$ cat src/rtl/ifetch_if.sv
// Instruction-memory read bus between the fetch unit (master) and the
// instruction memory (slave). The fetch unit issues a request with an address
// and the memory answers with a one-cycle ack carrying the instruction word.
interface ifetch_if #(
  parameter int DATASIZE = 16,
  parameter int ADDRSIZE = 11
) ();
  logic                mem_req_o;
  logic [ADDRSIZE-1:0] mem_addr_o;
  logic                mem_ack_i;
  logic [DATASIZE-1:0] mem_data_i;

  modport master (
    output mem_req_o,
    output mem_addr_o,
    input  mem_ack_i,
    input  mem_data_i
  );

  modport slave (
    input  mem_req_o,
    input  mem_addr_o,
    output mem_ack_i,
    output mem_data_i
  );
endinterface

$ cat src/rtl/ifetch.sv
// Instruction fetch unit: walks the PC through instruction memory, holds one
// fetched instruction for the downstream stage and honours jumps and stalls.
// Optional feature: define IFETCH_TIMEOUT_EN to enable the fetch-timeout
// watchdog (err_o pulses and the request is re-issued after TIMEOUT cycles
// without an ack). Without the macro, err_o is tied low and REQ waits forever.
module ifetch #(
  parameter int DATASIZE    = 16,
  parameter int OPERANDSIZE = 11,
  parameter int ADDRSIZE    = 11,
  parameter int TIMEOUT     = 255
) (
  input  logic                            clk_i,
  input  logic                            rstn_i,
  ifetch_if.master                        mem,
  input  logic                            pc_load_i,
  input  logic [ADDRSIZE-1:0]             pc_target_i,
  input  logic                            stall_i,
  output logic [DATASIZE-OPERANDSIZE-1:0] opcode_o,
  output logic [OPERANDSIZE-1:0]          operand_o,
  output logic                            valid_o,
  output logic [ADDRSIZE-1:0]             pc_o,
  output logic                            err_o
);

  typedef enum logic [1:0] {
    IDLE = 2'd0,
    REQ  = 2'd1,
    HOLD = 2'd2
  } state_t;

  state_t              state;
  logic [ADDRSIZE-1:0] pc;
  logic [DATASIZE-1:0] ir;
  logic                req_q;
  logic                valid_q;
  logic [ADDRSIZE-1:0] pc_held;

`ifdef IFETCH_TIMEOUT_EN
  localparam int CNT_W = $clog2(TIMEOUT + 1);
  logic [CNT_W-1:0] to_cnt;
  logic             err_q;
`else
  // TIMEOUT only matters when the watchdog is built in.
  logic unused_timeout;
  assign unused_timeout = (TIMEOUT != 0);
`endif

  // Fetch FSM: PC, instruction register, held-instruction PC and the request flag.
  // NOTE: every register here uses non-blocking assignment so all updates see
  // the pre-edge values; blocking would make the result depend on statement order.
  always_ff @(posedge clk_i or negedge rstn_i) begin
    if (!rstn_i) begin
      state   <= IDLE;
      pc      <= '0;
      ir      <= '0;
      req_q   <= 1'b0;
      valid_q <= 1'b0;
      pc_held <= '0;
`ifdef IFETCH_TIMEOUT_EN
      to_cnt  <= '0;
      err_q   <= 1'b0;
`endif
    end else begin
`ifdef IFETCH_TIMEOUT_EN
      // err_o is a single-cycle pulse unless re-asserted below.
      err_q <= 1'b0;
`endif
      if (pc_load_i) begin
        // A jump overrides everything: any coincident ack or held instruction is dropped.
        pc      <= pc_target_i;
        state   <= REQ;
        req_q   <= 1'b1;
        valid_q <= 1'b0;
`ifdef IFETCH_TIMEOUT_EN
        to_cnt  <= '0;
`endif
      end else begin
        case (state)
          IDLE: begin
            state <= REQ;
            req_q <= 1'b1;
          end
          REQ: begin
            if (mem.mem_ack_i) begin
              ir      <= mem.mem_data_i;
              pc_held <= pc;
              pc      <= pc + ADDRSIZE'(1);
              valid_q <= 1'b1;
              state   <= HOLD;
              req_q   <= 1'b0;
`ifdef IFETCH_TIMEOUT_EN
              to_cnt  <= '0;
`endif
            end
`ifdef IFETCH_TIMEOUT_EN
            else if (to_cnt == CNT_W'(TIMEOUT - 1)) begin
              // Give up on this attempt, flag it, and keep requesting the same PC.
              to_cnt <= '0;
              err_q  <= 1'b1;
            end else begin
              to_cnt <= to_cnt + CNT_W'(1);
            end
`endif
          end
          HOLD: begin
            if (!stall_i) begin
              state   <= REQ;
              req_q   <= 1'b1;
              valid_q <= 1'b0;
            end
          end
          default: begin
            state <= IDLE;
            req_q <= 1'b0;
          end
        endcase
      end
    end
  end

  assign mem.mem_req_o  = req_q;
  assign mem.mem_addr_o = pc;
  assign valid_o        = valid_q;
  assign pc_o           = pc_held;
  assign opcode_o       = ir[DATASIZE-1:OPERANDSIZE];
  assign operand_o      = ir[OPERANDSIZE-1:0];

`ifdef IFETCH_TIMEOUT_EN
  assign err_o = err_q;
`else
  assign err_o = 1'b0;
`endif

endmodule

$ cat src/flat_wrapper.sv
// flat-port wrapper written by rule: the top's interface ports become plain ports
module ifetch_flat 
#(
  parameter int DATASIZE    = 16,
  parameter int OPERANDSIZE = 11,
  parameter int ADDRSIZE    = 11,
  parameter int TIMEOUT     = 255
)
  (clk_i, rstn_i, pc_load_i, pc_target_i, stall_i, opcode_o, operand_o, valid_o, pc_o, err_o, mem_mem_req_o, mem_mem_addr_o, mem_mem_ack_i, mem_mem_data_i);
  ifetch_if #(.DATASIZE(DATASIZE), .ADDRSIZE(ADDRSIZE)) mem_i ();
  input  logic clk_i;
  input  logic rstn_i;
  input  logic pc_load_i;
  input  logic [ADDRSIZE-1:0] pc_target_i;
  input  logic stall_i;
  output logic [DATASIZE-OPERANDSIZE-1:0] opcode_o;
  output logic [OPERANDSIZE-1:0] operand_o;
  output logic valid_o;
  output logic [ADDRSIZE-1:0] pc_o;
  output logic err_o;
  output wire logic [$bits(mem_i.mem_req_o)-1:0] mem_mem_req_o;
  output wire logic [$bits(mem_i.mem_addr_o)-1:0] mem_mem_addr_o;
  input wire logic [$bits(mem_i.mem_ack_i)-1:0] mem_mem_ack_i;
  input wire logic [$bits(mem_i.mem_data_i)-1:0] mem_mem_data_i;
  assign mem_mem_req_o = mem_i.mem_req_o;
  assign mem_mem_addr_o = mem_i.mem_addr_o;
  assign mem_i.mem_ack_i = mem_mem_ack_i;
  assign mem_i.mem_data_i = mem_mem_data_i;
  ifetch #(.DATASIZE(DATASIZE), .OPERANDSIZE(OPERANDSIZE), .ADDRSIZE(ADDRSIZE), .TIMEOUT(TIMEOUT)) u_core (.clk_i(clk_i), .rstn_i(rstn_i), .mem(mem_i), .pc_load_i(pc_load_i), .pc_target_i(pc_target_i), .stall_i(stall_i), .opcode_o(opcode_o), .operand_o(operand_o), .valid_o(valid_o), .pc_o(pc_o), .err_o(err_o));
endmodule
$ cat config.mk
export PLATFORM = sky130hd
export DESIGN_NAME = ifetch_flat
export DESIGN_NICKNAME = d
export VERILOG_FILES = /design/src/rtl/ifetch_if.sv /design/src/rtl/ifetch.sv /design/src/flat_wrapper.sv
export SDC_FILE = /design/constraint.sdc
export NUM_CORES = 1
export LEC_CHECK = 0
export ABC_AREA = 1
export CAP_MARGIN = 20
export CORE_UTILIZATION = 44
export DETAILED_ROUTE_END_ITERATION = 7
export GPL_TIMING_DRIVEN = 0
export PLACE_DENSITY = 0.8
export SYNTH_ARGS = -nofsm -noshare
export SYNTH_HDL_FRONTEND = slang
export SYNTH_SLANG_ARGS = --single-unit
$ cat constraint.sdc
create_clock -name clk_i -period 1.4 [get_ports clk_i]
set_input_delay 0.28 -clock clk_i [delete_from_list [all_inputs] [get_ports clk_i]]
set_output_delay 0.28 -clock clk_i [all_outputs]
set_load 0.02 [all_outputs]
# Word-level counts from Yosys, hierarchy flattened
# Cells that the tools add are included.
# op_classes
add_sub_neg	1
eq_ne	4
mux	15
n_bitwise	1
n_reduce_logical	8
# ops
cell	count
two-way mux 11 bit	3
adder 11 x 1 -> 11 bit (second input constant)	1
two-way mux 1 bit	6
two-way mux 2 bit	3
!= test 3 bit (second input constant)	2
one-hot mux 2 bit (3 select lines)	1
AND reduction 3 bit	2
AND reduction 2 bit	2
nonzero test 2 bit	2
one-hot mux 1 bit (3 select lines)	1
nonzero test 3 bit	1
equality test 2 x 1 -> 1 bit (second input constant)	1
equality test 2 bit (second input constant)	1
zero test 2 bit	1
one-hot mux 1 bit (2 select lines)	1
inverter 1 bit	1
# word_totals
reg_bits	42
inputBits	32
output_inout_bits	41
elab_cells	35

# Depth between registers and ports, before layout
# Gate-level depths: netlist of the first run.
# logic_depth
ltp_word	4
ltp_mapped	10

# Worst setup path before layout of the first run
# Ideal clock, no wire load.
# synth_path
path_type	reg-to-reg
startpoint	register u_core.pc[1] (netlist: u_core.mem.mem_addr_o[1])
endpoint	register u_core.pc[8] (netlist: u_core.mem.mem_addr_o[8])
setup_time_ns	0.117
arrival_time_ns	1.252
required_ns	1.283
slack_ns	0.031
stages_incl_launch_ff	9
n_path_buf	0
period_less_slack_ns	1.369
cell_sequence	dfrtp_1 > ha_1 > nand3_2 > nor2_2 > nand2_1 > nand2_1 > nand3_1 > nand2_1 > nand2_1
# synth_between
elab_chain_len	4
# synth_lines
element	line	text
from (decl)	ifetch.sv:32	logic [ADDRSIZE-1:0] pc;
from (signal assigned)	ifetch.sv:70	pc <= pc_target_i;
from (signal assigned)	ifetch.sv:87	pc <= pc + ADDRSIZE'(1);
adder 11 x 1 -> 11 bit	ifetch.sv:87	
two-way mux 11 bit	ifetch.sv:84	if (mem.mem_ack_i) begin
two-way mux 11 bit	ifetch.sv:78	case (state)
two-way mux 11 bit	ifetch.sv:68	if (pc_load_i) begin
# No other way between the ends. The select of a mux whose other input is x is not followed.
# A chain may end at the register's enable or synchronous reset.

# Worst setup path after layout of the first run
# layout_path
startpoint	register u_core.pc[8] (netlist: u_core.mem.mem_addr_o[8])
endpoint	output mem_mem_addr_o[8]
# layout_lines
element	line	text
to (decl)	flat_wrapper.sv:22	output wire logic [$bits(mem_i.mem_addr_o)-1:0] mem_mem_addr_o;
# No word-level cell between the ends.

==> flow_metrics.py, run 1 <==
metrics = {
    "timing": {
        "max_clock_freq_ghz": 0.738,
        "unrepaired_setup_endpoints_after_global_routing": "true",
        "timing_max_transition_violations_final": 0,
        "hold_slack_ns": 0.275,
        "finalCritPeriodShare_pct": 96.8,
        "final_period_minus_worst_setup_slack_ns": 1.36,
        "setup_viol": 0,
        "finalHoldViolCount": 0,
        "layout_setup_ws_ns": 0.0446,
        "setup_skew_ns": 0.00289,
    },
    "place": {
        "port_buffers": 70,
        "placement.setup.worst_slack_ns": -0.154,
        "finalWeightedCongestion": 0.773,
        "dp.final_hpwl_um": 3460,
    },
    "critical_path": {
        "critical-path-max-stage-delay_ns": 0.43,
        "worstSetupStartpointType": "flip-flop",
        "path_class": "flip-flop to output port",
        "crit_path_max_fanout": 6,
        "cp_top_family": "flip-flops",
        "critPathBufInv": 1,
        "arrival_ns": 1.08,
        "worst-endpoint-required_ns": 1.12,
        "timing.critical_path.cells": "dlygate4sd2_1",
        "critPathCaptureType": "output port",
        "cp_slowest_cell": "dfrtp_1",
    },
    "grt": {
        "vias_in_the_first_global_route": 1644,
        "grt_util_all_layers_pct": 22.0,
        "met1_use_gr_pct": 25.4,
        "grt-busiest-layer": "met2",
        "grt_first_pass_wirelength_um": 7410,
        "grt-ovfl-total": 0,
        "antenna_found_initial": 0,
        "grt_max_degree": 31,
        "gr-usage-met2_pct": 38.8,
        "global_route.usage.met3_pct": 4.93,
    },
    "yosys": {
        "synthesis.yosys.warnings": 0,
        "syn_area_per_cell_um2": 8.27,
        "netlist-cell-type-count": 27,
        "synth.yosys.seq_area_share_pct": 52.6,
        "mappedNetlistArea_um2": 1950,
        "synthesis.nets": 269,
        "synthArstFlopShare_pct": 100,
        "synth.ff_latch_count": 41,
        "ys.flop_type": "dfrtp_1",
        "synth_enable_flop_cells": 0,
        "synth_cells": 236,
    },
    "cts": {
        "clock_latency_ns": 0.29,
        "ctsRootBufferMaster": "clkbuf_8",
        "tritoncts": "done",
        "clock_sinks": 41,
        "cts_inserted_buffers": 5,
        "clock_tree.buffer_depth": 2,
        "clkTransAtPathRegs_ns": 0.07,
        "clock_tree.htree_level_count": 2,
    },
    "die": {
        "core_area_um2": 4120,
        "dieWidth_um": 68.6,
        "die_height_um": 68.6,
        "initial_utilization_pct": 47.4,
        "placementRows": 23,
        "floorplan.die_area_um2": 4710,
        "io_pins": 73,
    },
    "detailed_routing": {
        "drtIter0Drc": 106,
        "wirelength_um": 4740,
        "vias": 1756,
        "ant_nets": 0,
        "drt_drc_violations_left": 0,
        "wl_cell_um": 13.0,
        "route.detailed.vias_per_inst": 4.81,
        "firstDrtPassIters": 4,
    },
    "min_path": {
        "min_path_type": "primary input to flip-flop",
    },
    "cells_and_area": {
        "fin_nets": 349,
        "area_growth_syn_to_layout_pct": 42.7,
        "fraction_of_layout_cells_with_a_size_suffix_above_1_pct": 13.7,
        "fillerInstances": 342,
        "post-route-util_pct": 67.7,
        "insertedDiodeCount": 0,
    },
    "power": {
        "peakVddDrop_uv": 665,
        "total_leakage_power_nw": 1.44,
        "pwr_cell_area_nw_per_um2": 1320,
    },
    "job": {
        "max_cap_violations": 0,
    },
    "outcome": {
        "status": "finished clean",
    },
}
[power by group]
| group | total (mW) | internal [mW] | switching, mW |
|---|---|---|---|
| Combinational | 1.34 | 0.543 | 0.794 |
| Sequential | 1.62 | 1.44 | 0.178 |
| Clock | 0.711 | 0.328 | 0.383 |
| Total | 3.66 | 2.31 | 1.35 |
[final timing paths]
kind / startpoint / slack, ns / cells past startpoint / end
max: u_core.mem.mem_addr_o[8] / 0.04 / 1 / mem_mem_addr_o[8]
max reg2reg: u_core.mem.mem_addr_o[0] / 0.08 / 8 / u_core.mem.mem_addr_o[8]
min reg2reg: u_core.ir[0] / 0.47 / 2 / u_core.ir[0]
min: pc_load_i / 0.27 / 2 / u_core.mem.mem_req_o
max in group asynchronous: rstn_i / 0.53 / 3 / u_core.mem.mem_addr_o[3]
min in group asynchronous: rstn_i / 0.40 / 2 / u_core.ir[4]
[cell usage in the layout (no fill, tap or decap), types with 8 or more instances in the layout]
master	count
nand2_1	103
o21ai_2	8
o21ai_0	9
inv_1	13
nor2_1	15
dfrtp_1	40
nand3_1	11
dlygate4sd2_1	37
clkdlybuf4s50_1	29
[sequential cells by signal (all words and copies together) (netlist names)]
signal and cells:
u_core.ir 16, u_core.mem.mem_addr_o 11, u_core.pc_o 11, u_core.mem.mem_req_o 1, u_core.state 1, u_core.valid_o 1
[per-stage QoR]
step           area [µm²]  setup TNS [ns]  cells  total power, mW
4_1_cts              2770               0    364             3.68
2_1_floorplan        1950               0    236             2.40
5_1_grt              2790         -0.0885    365             3.89
6_report             2790               0    365             3.66
3_5_place_dp         2730           -3.60    357             3.15
3_3_place_gp         2720          -43.39    356             3.10
[synth_stat cells (2+ instances only)]
cell	number	share of area (%)
nand2_1	103	20
dfrtp_1	41	53
nor2_1	15	2.9
inv_1	13	2.5
nand3_1	11	2.8
o21ai_0	9	2.3
o21ai_2	8	3.6
nor2_2	6	1.9
buf_4	4	1.5
buf_2	3	0.77
buf_6	2	1.2
inv_2	2	0.38
inv_4	2	0.64
nand2_4	2	1.2
o211ai_1	2	0.77
xor2_1	2	0.90
[cells by family after synthesis]
kind of cell / count (synthesis) / share of synthesized area (%)
other cells: 1 / 0.192
fa+ha+maj: 1 / 0.641
compound gates: 23 / 8.01
xor+xnor: 3 / 1.35
buf+inv: 26 / 6.99
simple gates: 141 / 30.3
flops: 41 / 52.6
[layer usage]
layer	part of all wire, %	vias to the layer above
met3	4.3	11
met2	51	52
met4	2.6	0
li1	-	884
met5	0	-
met1	42	809
[layout make-up]
type | count | area [µm²] | area share (%)
inverter | 17 | 68.8 | 2.47
clock buffer | 5 | 68.8 | 2.47
multi-input combinational | 169 | 797 | 28.6
tap | 50 | 62.6 | 2.25
timing repair buffer | 73 | 688 | 24.7
clock inverter | 1 | 5.00 | 0.180
sequential | 41 | 1030 | 36.9
buffer | 9 | 67.6 | 2.43
[repair_timing]
action | in CTS | in global routing
endpoints found under the hold margin | 11 | 0
resized for setup | 42 | 5
hold buffers | 1 | 0
setup buffers | 0 | 1
setup endpoints to repair | 40 | 7
No activity file was read; power rests on OpenSTA's default activity.
==> inputs of run 2 (changes only) <==
--- a/config.mk
+++ b/config.mk
@@ -7,10 +7,12 @@
 export LEC_CHECK = 0
 export ABC_AREA = 1
 export CAP_MARGIN = 20
-export CORE_UTILIZATION = 44
+export CELL_PAD_IN_SITES_DETAIL_PLACEMENT = 1
+export CELL_PAD_IN_SITES_GLOBAL_PLACEMENT = 2
+export CORE_UTILIZATION = 24
 export DETAILED_ROUTE_END_ITERATION = 7
 export GPL_TIMING_DRIVEN = 0
-export PLACE_DENSITY = 0.8
+export PLACE_DENSITY_LB_ADDON = 0.1
 export SYNTH_ARGS = -nofsm -noshare
 export SYNTH_HDL_FRONTEND = slang
 export SYNTH_SLANG_ARGS = --single-unit
==> constraint.sdc (replaced) <==
create_clock -name clk_i -period 1.4 [get_ports clk_i]
set_input_delay 0.14 -clock clk_i [delete_from_list [all_inputs] [get_ports clk_i]]
set_output_delay 0.14 -clock clk_i [all_outputs]
set_load 0.02 [all_outputs]
==> run 2 against run 1 <==
Wire length up 13%; critical path depth rose by 1; worst setup slack improved by 0.021 ns; largest power group unchanged; worst hold slack got worse by 0.15 ns; global-route usage shrank 8.5 points; core utilization decreased by 30 points.
==> flow_metrics.py, run 2 (same netlist as run 1, synthesis figures left out) <==
metrics = {
    "outcome": {
        "status": "finished clean",
    },
    "cts": {
        "ctsRootBufferMaster": "clkbuf_8",
        "clock_latency_ns": 0.29,
        "clkTransAtPathRegs_ns": 0.08,
        "tritoncts": "done",
        "clock_sinks": 41,
        "clock_tree.htree_level_count": 2,
        "cts_inserted_buffers": 5,
        "clock_tree.buffer_depth": 2,
    },
    "place": {
        "port_buffers": 70,
        "dp.final_hpwl_um": 3980,
        "dpl-instance-area_um2": 2800,
        "finalWeightedCongestion": 0.705,
        "placement.setup.worst_slack_ns": -0.0368,
    },
    "timing": {
        "timing_max_transition_violations_final": 0,
        "unrepaired_setup_endpoints_after_global_routing": "true",
        "final_period_minus_worst_setup_slack_ns": 1.33,
        "setup_skew_ns": 0.00843,
        "finalHoldViolCount": 0,
        "max_clock_freq_ghz": 0.750,
        "layout_setup_ws_ns": 0.0658,
        "setup_viol": 0,
        "finalCritPeriodShare_pct": 95.3,
    },
    "cells_and_area": {
        "largest_register_ff_count": 16,
        "register_with_the_most_flip_flops": "u_core.ir",
        "fin_nets": 352,
        "insertedDiodeCount": 0,
        "final_cell_mix": "nand2_1, dfrtp_1, clkdlybuf4s50_1, dlygate4sd2_1, nor2_1",
        "most_common_cell_after_layout_fill_and_taps_aside": "nand2_1",
        "fin_area_um2": 2960,
        "area_growth_syn_to_layout_pct": 51.5,
        "post-route-util_pct": 37.9,
        "fraction_of_layout_cells_with_a_size_suffix_above_1_pct": 14.5,
    },
    "die": {
        "io_pins": 73,
        "floorplan.die_area_um2": 8500,
        "placementRows": 32,
        "core_area_um2": 7810,
        "die_height_um": 92.2,
        "initial_utilization_pct": 25.0,
        "dieWidth_um": 92.2,
    },
    "detailed_routing": {
        "vias": 1754,
        "route.detailed.vias_per_inst": 4.18,
        "drtIter0Drc": 49,
        "firstDrtPassIters": 4,
        "wl_cell_um": 12.7,
        "wirelength_um": 5340,
        "ant_nets": 0,
        "drt_drc_violations_left": 0,
    },
    "critical_path": {
        "path_class": "flip-flop to output port",
        "arrival_ns": 1.19,
        "critPathCaptureType": "output port",
        "critical_path.endpoint": "mem_mem_addr_o[0]",
        "cp-startpoint": "u_core.mem.mem_addr_o[0]",
        "crit-reg2reg-launch": "u_core.mem.mem_addr_o[0]",
        "worst-endpoint-required_ns": 1.26,
        "crit_path_max_fanout": 4,
        "ff2ff_setup_slack_ns": 0.08,
        "regToRegEndpoint": "u_core.mem.mem_addr_o[3]",
        "timing.reg2reg.worst_path_depth": 6,
        "worstSetupStartpointType": "flip-flop",
    },
    "grt": {
        "antenna_found_initial": 0,
        "vias_in_the_first_global_route": 1725,
        "grt_first_pass_wirelength_um": 8880,
        "grt-ovfl-total": 0,
        "grt_max_degree": 23,
        "grt_util_all_layers_pct": 13.5,
    },
    "power": {
        "pwr_cell_area_nw_per_um2": 1280,
        "total_leakage_power_nw": 1.59,
        "fin_total_pwr_mw": 3.79,
        "peakVddDrop_uv": 379,
    },
    "job": {
        "max_cap_violations": 0,
    },
    "min_path": {
        "min_path_type": "primary input to flip-flop",
    },
}
[run 2: worst min-delay path by stage]
stage	startpoint	end	slack, ns	depth (start not counted)
2_1_floorplan	rstn_i	u_core.ir[0]	-0.16	0
3_3_place_gp	pc_load_i	u_core.mem.mem_req_o	0.45	2
3_5_place_dp	rstn_i	u_core.ir[3]	0.14	1
4_1_cts	pc_load_i	u_core.mem.mem_req_o	0.12	2
5_1_grt	pc_load_i	u_core.mem.mem_req_o	0.13	2
6_report	pc_load_i	u_core.mem.mem_req_o	0.12	2
[run 2: report_power, final]
group	internal, mW	total [mW]	switching [mW]
Combinational	0.607	1.42	0.816
Clock	0.329	0.744	0.415
Sequential	1.44	1.62	0.184
[run 2: area by class of cell]
cell class / instances / area (µm²)
Clock inverter: 1 / 5.00
Inverter: 17 / 71.3
Sequential cell: 41 / 1030
Buffer: 9 / 83.8
Fill cell: 941 / 4850
Timing Repair Buffer: 76 / 751
Multi-Input combinational cell: 169 / 822
Clock buffer: 5 / 68.8
Tap cell: 102 / 128
[run 2: metrics by stage]
stage,std cells,hold slack (ns),setup TNS (ns)
6_report,420,0.122,0
5_1_grt,420,0.127,-0.00890
4_1_cts,418,0.124,0
3_5_place_dp,409,0.139,-0.523
3_3_place_gp,408,0.447,-45.90
2_1_floorplan,236,-0.156,0
[run 2: critical path, cell delays in order (launching register included)]
cell,delay (ns)
dfrtp_1,0.44
buf_4,0.15
dlygate4sd2_1,0.31
[run 2: what timing repair did]
action	CTS	global route
pin swaps	0	3
endpoints found under the hold margin	19	0
setup buffers	2	2
endpoints found under the setup margin	30	30
resized for setup	29	26
hold buffers	1	0
[run 2: routing by layer]
layer | track usage [%] | routed length [µm] | vias up
li1 | - | - | 896
met1 | 19.4 | 2700 | 806
met2 | 20.0 | 2320 | 46
met3 | 3.15 | 264 | 6
met4 | 4.30 | 56 | 0
met5 | 0 | 0 | -
